`src/rtl/otter_regfile_sb.sv`:
```
// OTTER integer register file: NRD combinational read ports, one writeback port with
// optional same-cycle bypass, and a per-register pending-write scoreboard.
module otter_regfile_sb #(
  parameter int XLEN   = 32,
  parameter int NREG   = 32,
  parameter int NRD    = 2,
  parameter int PCW    = 2,
  parameter int BYPASS = 1,
  localparam int AW    = $clog2(NREG)
) (
  input  logic                 clock,
  input  logic                 reset_n,
  input  logic [NRD*AW-1:0]    rd_addr,
  output logic [NRD*XLEN-1:0]  rd_data,
  output logic [NRD-1:0]       rd_busy,
  input  logic                 wr_en,
  input  logic [AW-1:0]        wr_addr,
  input  logic [XLEN-1:0]      wr_data,
  input  logic                 rsv_en,
  input  logic [AW-1:0]        rsv_addr,
  output logic                 rsv_ready,
  input  logic                 flush,
  output logic [NREG-1:0]      busy_vec
);

  localparam logic [PCW-1:0] PEND_MAX = '1;

  logic [XLEN-1:0] data_q [1:NREG-1];
  logic [PCW-1:0]  pend_q [1:NREG-1];
  logic [PCW-1:0]  pend_d [1:NREG-1];
  logic [NREG-1:1] inc, dec;

  // Reserve handshake: a reservation takes effect on an edge only when rsv_en and
  // rsv_ready are both high; with rsv_ready low the request is dropped, never queued.
  always_comb begin
    inc       = '0;
    dec       = '0;
    busy_vec  = '0;
    rsv_ready = 1'b1;
    for (int r = 1; r < NREG; r++) begin
      busy_vec[r] = (pend_q[r] != '0);
      if (rsv_addr == AW'(r)) rsv_ready = (pend_q[r] != PEND_MAX);
      inc[r] = rsv_en && (rsv_addr == AW'(r)) && (pend_q[r] != PEND_MAX);
      dec[r] = wr_en && (wr_addr == AW'(r)) && (pend_q[r] != '0);
      pend_d[r] = pend_q[r];
      if (flush)               pend_d[r] = '0;
      else if (inc[r] && !dec[r]) pend_d[r] = pend_q[r] + PCW'(1);
      else if (dec[r] && !inc[r]) pend_d[r] = pend_q[r] - PCW'(1);
    end
  end

  // r0 and out-of-range addresses match no entry and therefore read 0 / not busy.
  always_comb begin
    rd_data = '0;
    rd_busy = '0;
    for (int i = 0; i < NRD; i++) begin
      for (int r = 1; r < NREG; r++) begin
        if (rd_addr[i*AW +: AW] == AW'(r)) begin
          rd_data[i*XLEN +: XLEN] = data_q[r];
          rd_busy[i]              = (pend_q[r] != '0);
          if ((BYPASS != 0) && wr_en && (wr_addr == AW'(r))) begin
            rd_data[i*XLEN +: XLEN] = wr_data;
            if (dec[r] && !inc[r] && (pend_q[r] == PCW'(1))) rd_busy[i] = 1'b0;
          end
        end
      end
    end
  end

  always_ff @(posedge clock or negedge reset_n) begin
    if (!reset_n) begin
      for (int r = 1; r < NREG; r++) begin
        data_q[r] <= '0;
        pend_q[r] <= '0;
      end
    end else begin
      for (int r = 1; r < NREG; r++) begin
        if (wr_en && (wr_addr == AW'(r))) data_q[r] <= wr_data;
        pend_q[r] <= pend_d[r];
      end
    end
  end

endmodule
```
`config.mk`:
```
export PLATFORM = sky130hd
export DESIGN_NAME = otter_regfile_sb
export DESIGN_NICKNAME = d
export VERILOG_FILES = /design/src/rtl/otter_regfile_sb.sv
export SDC_FILE = /design/constraint.sdc
export NUM_CORES = 2
export LEC_CHECK = 0
export CORE_ASPECT_RATIO = 0.75
export CORE_UTILIZATION = 35
export CTS_CLUSTER_DIAMETER = 50
export DETAILED_ROUTE_END_ITERATION = 7
export HOLD_SLACK_MARGIN = 0.05
export SETUP_SLACK_MARGIN = 0.2
export SYNTH_ARGS = -nofsm -noshare
export SYNTH_HDL_FRONTEND = slang
export SYNTH_SLANG_ARGS = --single-unit
```
`constraint.sdc`:
```
create_clock -name clock -period 4.45 [get_ports clock]
set_input_delay 0.89 -clock clock [delete_from_list [all_inputs] [get_ports clock]]
set_output_delay 0.89 -clock clock [all_outputs]
set_load 0.02 [all_outputs]
```
# Word level (Yosys, flattened, before mapping)
# Index checks and enable logic that the tools add are counted.
# op_classes
add_sub_neg	62
eq_ne	186
mux	341
reduce_logical	341
# op_table
operator	n
$mux W32	93
$eq A5 B5 Y1 const B	64
$logic_and A1 B1 Y1	217
$mux W2	93
$eq A5 B4 Y1 const B	32
$mux W1	155
$reduce_bool A3 Y1	31
$eq A5 B3 Y1 const B	16
$add A2 B1 Y2 const B	31
$eq A2 B1 Y1 const B	31
$logic_not A1 Y1	62
$ne A2 B2 Y1 const B	31
$reduce_bool A2 Y1	31
$sub A2 B1 Y2 const B	31
$eq A5 B2 Y1 const B	8
$eq A5 B1 Y1 const B	4
# totals
reg_bits	1054
output_inout_bits	99
elab_cells	992

# Longest topological paths before layout
# logic_depth
word_depth	39
depth_mapped	13
mapped_depth_nobuf	10

# Worst setup path before layout
# Ideal clock, no wire load.
# synth_timing
path_kind	input port to output port
start	in wr_addr[0]
end	out rd_data[2]
arrival_ns	3.400
slack_ns	0.160
path_stages	11
cell_sequence	clkbuf_1 -> or2_2 -> clkbuf_1 -> nor2_2 -> buf_4 -> buf_2 -> mux2i_1 -> inv_1 -> a221o_1 -> a221oi_1 -> o21ai_0
# synth_via
elab_chain_cells	34
word_cells_on_any_way	124
classes_between	eq/ne (31); mux (62); reduce/logical (31)
# synth_rtl
item	line_no	text
start, declared	17	input logic [AW-1:0] wr_addr,
$eq A5 B1 Y1	61	if ((BYPASS != 0) && wr_en && (wr_addr == AW'(r))) begin
$logic_and A1 B1 Y1	61	
$mux W32	--	
$mux W32 (30 in series)	58	if (rd_addr[i*AW +: AW] == AW'(r)) begin
$mux W32 (*)	58	
end, declared	14	output logic [NRD*XLEN-1:0] rd_data,
# Mark *: on every way between the ends. The rest lies on a longest branch, timed or not.

# Worst setup path in the final report
# layout_timing
start	in wr_addr[3]
end	out rd_data[24]
# Same word-level chain as after synthesis.

==> results <==
- The area overhead of the layout relative to synthesis is 60.3%.
- The die covers between 150,000 and 200,000 um^2.
- The boundary pin count is between 150 and 200.
- The part of the cycle the worst path needs is 116%.
- The clock-pin slew on the worst setup and hold paths is around 0.05 ns.
- In this run the cell area of the synthesized design comes to between 60,000 and 70,000 um^2.
- The antenna violation net count after detailed routing is 0.
- The startpoint type of the worst setup path is an input port.
- Setup slack on the critical path of the routed design comes to -0.703 ns.
- The synthesized netlist devotes about a fifth of its cell area to compound gates.
- The count of buffers added on input and output ports is approximately 150.
- The number of nets in the layout is 9,154.
- The endpoint kind of the worst setup timing path is a primary output.
- The die span in y is 362 um.
- Before antenna repair, the detailed router went through 8 iterations.
- Max-cap violations in this run came to 0.
- After detailed routing, the average wire length per cell comes to ~32 um.
- The initial DRC count is 9,625.
- After layout, the minimum clock period comes to approximately 5.2 ns.
- The sequential cells in the finished layout cover a total of ~26,000 um^2.
- The leakage power total is around 48 nW.
- The synthesis warning total is 0.
- Clock tree synthesis found a total of between 1,000 and 1,500 sinks.
- The minimum hold slack is approximately 0.033 ns.
- The TritonCTS clock tree is built.
- The number of global-route vias before repair is 67,413.
- The post-synthesis adder-cell area fraction is under 10%.
- The cts-stage hold buffer count is 0.
- The number of nets in the synthesized netlist is 6,620.
- STA puts the critical path data arrival time at roughly 4.3 ns.
- At the later pin of the worst-skew pair, clock insertion delay measures approximately 0.8 ns.
- The final reports fail on negative setup slack.
- At the pin with the least slew margin, the transition time is 1.14 ns.
- Dividing total power by cell area gives a power density of 353 nW/um^2.
- The root cell of the clock tree is sky130_fd_sc_hd__clkbuf_16.
- Adding up every negative setup slack in the final design gives -27.42 ns.
- The classification of the worst setup path is input port to primary output.
- The logic depth of the worst register-to-register path is 5.
- The placed wire-length estimate is 277,000 um.
- The TritonCTS buffer count is 140.
- A synthesized cell averages approximately 9.4 um^2.
- The sequential cell area fraction in the yosys report is 43.6%.
- The peak fanout along the critical path is 4.
- The routed layout has 69,227 vias.
- The most frequent standard cell in the layout excluding fill and tap cells is sky130_fd_sc_hd__buf_4.
- The top cell types in the final layout, fill and taps aside, are sky130_fd_sc_hd__buf_4 (2,323), sky130_fd_sc_hd__dfrtp_1 (1,054), sky130_fd_sc_hd__inv_1 (628), sky130_fd_sc_hd__nand2_1 (526), sky130_fd_sc_hd__mux2i_1 (490).
- The global-route usage over all layers is around two fifths.
- The simple-gate portion of the synthesized area is between 10 and 15%.
- The count of endpoints failing hold in the final timing report was 0.
- Derived from the worst setup path, the maximum achievable clock frequency is slightly below 200 MHz.
- The layout has approximately 15,000 filler cells.
- Among all flip-flop cells after synthesis, the most frequent one is sky130_fd_sc_hd__dfrtp_1.
- Setup repair after global routing could not meet its margin everywhere.
- The synthesized design devotes to its leading area cell type 43.6% of total area.
- Synthesis instantiated 90 different standard cells from the library.
- After detailed routing, the number of remaining DRC violations is 0.
- The wire length of the first global-routing pass is around 510,000 um.
- The die is 482 um wide.
- The run finished, with violations left.
- STA puts the critical path data required time at between 3 and 4 ns.
- The initial cell density of the core is approximately 35%.
- The reg-to-reg setup timing slack is around 2.3 ns.
- The initial antenna violation count is 12.
- The deepest clock path buffer count is 3.
- Setup violations remaining at the end of the flow were counted as 66.
- The number of enable-type register cells in the synthesized netlist is 0.
- Summing all multi-input logic gate instances after layout gives between 30,000 and 40,000 um^2.
- Summing the areas of all xor and xnor instances in the mapped netlist gives less than 1% of the synthesized area.
- In this run the tightest slew margin relative to its limit is roughly a quarter.
- The path class of the tightest hold or removal check is input port to asynchronous set/reset pin.
- The largest vdd supply drop is around 0.32 mV.
- The endpoint identified for the worst register-to-register timing path is pend_q[45]$_DFFE_PN0P_.
- The worst register-to-register path begins at pend_q[44]$_DFFE_PN0P_.
- The max-slew violation count is 0.
- The fraction of final layout cells sized beyond drive strength 1 is about 44%.
- The cell count after synthesis is ~6,500.
- The fraction of synthesized area in multiplexers is between 10% and 20%.
- Of all flip-flops after synthesis, the portion carrying an async set or reset was 100%.
- The main combinational cell family by area after synthesis is compound AO/OA/AOI/OAI gates.
- The number of rows in the core area is roughly 130.
- In this run the standard cell core region covers roughly 170,000 um^2.
- The number of H-tree branching levels is 4.
- The congestion estimate from routability-driven global placement came to about 1.0.
- The synthesized design spends more area on one cell type than any other, namely sky130_fd_sc_hd__dfrtp_1.
- The post-detailed-route via-to-cell ratio is ~6.1.
- Summed over all layers, the global routing overflow is 0.
- After detailed routing, the total wire length is 366,000 um.
- Entering global routing, the biggest net connects 88 pins.
- The number of synthesized register bits is approximately 1,100.
- The clock arrives with 0.0163 ns of skew.
- Ranked by total cell area, the synthesized netlist is headed by sky130_fd_sc_hd__dfrtp_1 (44%), sky130_fd_sc_hd__mux2i_1 (9.3%), sky130_fd_sc_hd__mux2_2 (5.5%), sky130_fd_sc_hd__inv_1 (3.9%), sky130_fd_sc_hd__nand2_1 (3.5%).
[per-layer routing]
| metal | wire length (um) | track usage (%) | up-vias |
|---|---|---|---|
| li1 | - | - | 28578 |
| met1 | 154000 | 58.4 | 35106 |
| met2 | 148000 | 57.1 | 4780 |
| met3 | 49100 | 13.2 | 761 |
| met4 | 15200 | 14.7 | 2 |
| met5 | 13 | 0 | - |
[where the power goes]
group	switching (W)	internal (W)
logic	0.00536	0.00484
clock network	0.00490	0.00732
registers	0.000546	0.0113
total	0.0108	0.0235
[final cells by class]
type | count | share of cell area [%]
Inverter | 636 | 2.47
Timing Repair Buffer | 2915 | 26.8
Tap cell | 2261 | 2.91
Clock buffer | 194 | 4.23
Clock inverter | 54 | 0.748
Antenna cell | 18 | 0.0464
Multi-Input combinational cell | 4257 | 35.6
Sequential cell | 1054 | 27.2
[stage by stage]
stage	total power (W)	setup WS, ns	instances	area (um^2)	utilization, %
floorplan	0.0154	0.183	6470	60600	-
global placement	0.0207	-2.27	10838	83600	48.9
detailed placement	0.0209	-2.23	10838	83600	48.9
CTS	0.0338	-0.586	11291	94900	55.5
global route	0.0354	-0.705	11371	97000	56.8
finish	0.0343	-0.703	11389	97100	56.8
[registers in the layout, indices dropped and copies added (netlist names)]
signal	flops
data_q	992
pend_q	62
[critical path: stages]
cell                       delay, ns
sky130_fd_sc_hd__buf_8          0.10
sky130_fd_sc_hd__buf_6          0.13
sky130_fd_sc_hd__buf_6          0.11
sky130_fd_sc_hd__nand4b_1       0.18
sky130_fd_sc_hd__buf_6          0.16
sky130_fd_sc_hd__buf_6          0.11
sky130_fd_sc_hd__nor2_4         0.19
sky130_fd_sc_hd__buf_12         0.17
sky130_fd_sc_hd__buf_8          0.12
sky130_fd_sc_hd__buf_12         0.11
sky130_fd_sc_hd__mux2i_4        0.14
sky130_fd_sc_hd__nor2_1         0.13
sky130_fd_sc_hd__nor2_1         0.05
sky130_fd_sc_hd__o211ai_1       0.88
sky130_fd_sc_hd__o211ai_1       0.29
sky130_fd_sc_hd__o21ai_2        0.33
sky130_fd_sc_hd__buf_6          0.16
[cell usage after synthesis, types with 22 or more instances]
cell type and number:
sky130_fd_sc_hd__dfrtp_1 1054, sky130_fd_sc_hd__inv_1 635, sky130_fd_sc_hd__nand2_1 563, sky130_fd_sc_hd__mux2i_1 562, sky130_fd_sc_hd__clkbuf_1 374, sky130_fd_sc_hd__o21ai_0 361
sky130_fd_sc_hd__a21oi_1 354, sky130_fd_sc_hd__nor2_1 304, sky130_fd_sc_hd__mux2_2 297, sky130_fd_sc_hd__o22ai_1 250, sky130_fd_sc_hd__nand3_1 173, sky130_fd_sc_hd__a22oi_1 125
sky130_fd_sc_hd__a221oi_1 113, sky130_fd_sc_hd__o221ai_1 96, sky130_fd_sc_hd__ha_1 93, sky130_fd_sc_hd__nor3_1 92, sky130_fd_sc_hd__a211oi_1 82, sky130_fd_sc_hd__buf_2 75
sky130_fd_sc_hd__a31oi_1 67, sky130_fd_sc_hd__o211ai_1 65, sky130_fd_sc_hd__xnor2_1 61, sky130_fd_sc_hd__buf_1 48, sky130_fd_sc_hd__a2111oi_0 46, sky130_fd_sc_hd__or3_1 26
sky130_fd_sc_hd__and3_1 25, sky130_fd_sc_hd__buf_4 25, sky130_fd_sc_hd__a221o_1 24, sky130_fd_sc_hd__nor4_1 24, sky130_fd_sc_hd__o2111ai_1 24, sky130_fd_sc_hd__o2bb2ai_1 23
sky130_fd_sc_hd__a22o_1 22, sky130_fd_sc_hd__o31ai_1 22
[worst max-delay path by stage]
| stage | startpoint | end | slack [ns] | depth (start not counted) |
|---|---|---|---|---|
| final | wr_addr[3] | rd_data[24] | -0.70 | 17 |
| after global routing | wr_addr[3] | rd_data[24] | -0.71 | 17 |
| after detailed placement | wr_addr[2] | rd_data[12] | -2.23 | 14 |
| after CTS | wr_addr[3] | rd_data[20] | -0.59 | 17 |
| after global placement | wr_addr[2] | rd_data[12] | -2.27 | 13 |
| after floorplan | wr_addr[0] | rd_data[49] | 0.18 | 11 |
[logic make-up after synthesis]
group | count (synthesis)
AOI/OAI and AO/OA | 1862
xor gates and xnor gates | 61
adders and majority gates | 102
buffers and inverters | 1159
DFF | 1054
muxes | 865
other | 1
and+or+nand+nor | 1366
[what timing repair did]
action,4_1_cts,5_1_grt
setup endpoints to repair,67,67
setup buffers,195,79
resized for setup,1268,302
gates cloned,10,1
pin swaps,288,171
No activity file was read; power rests on OpenSTA's default activity.
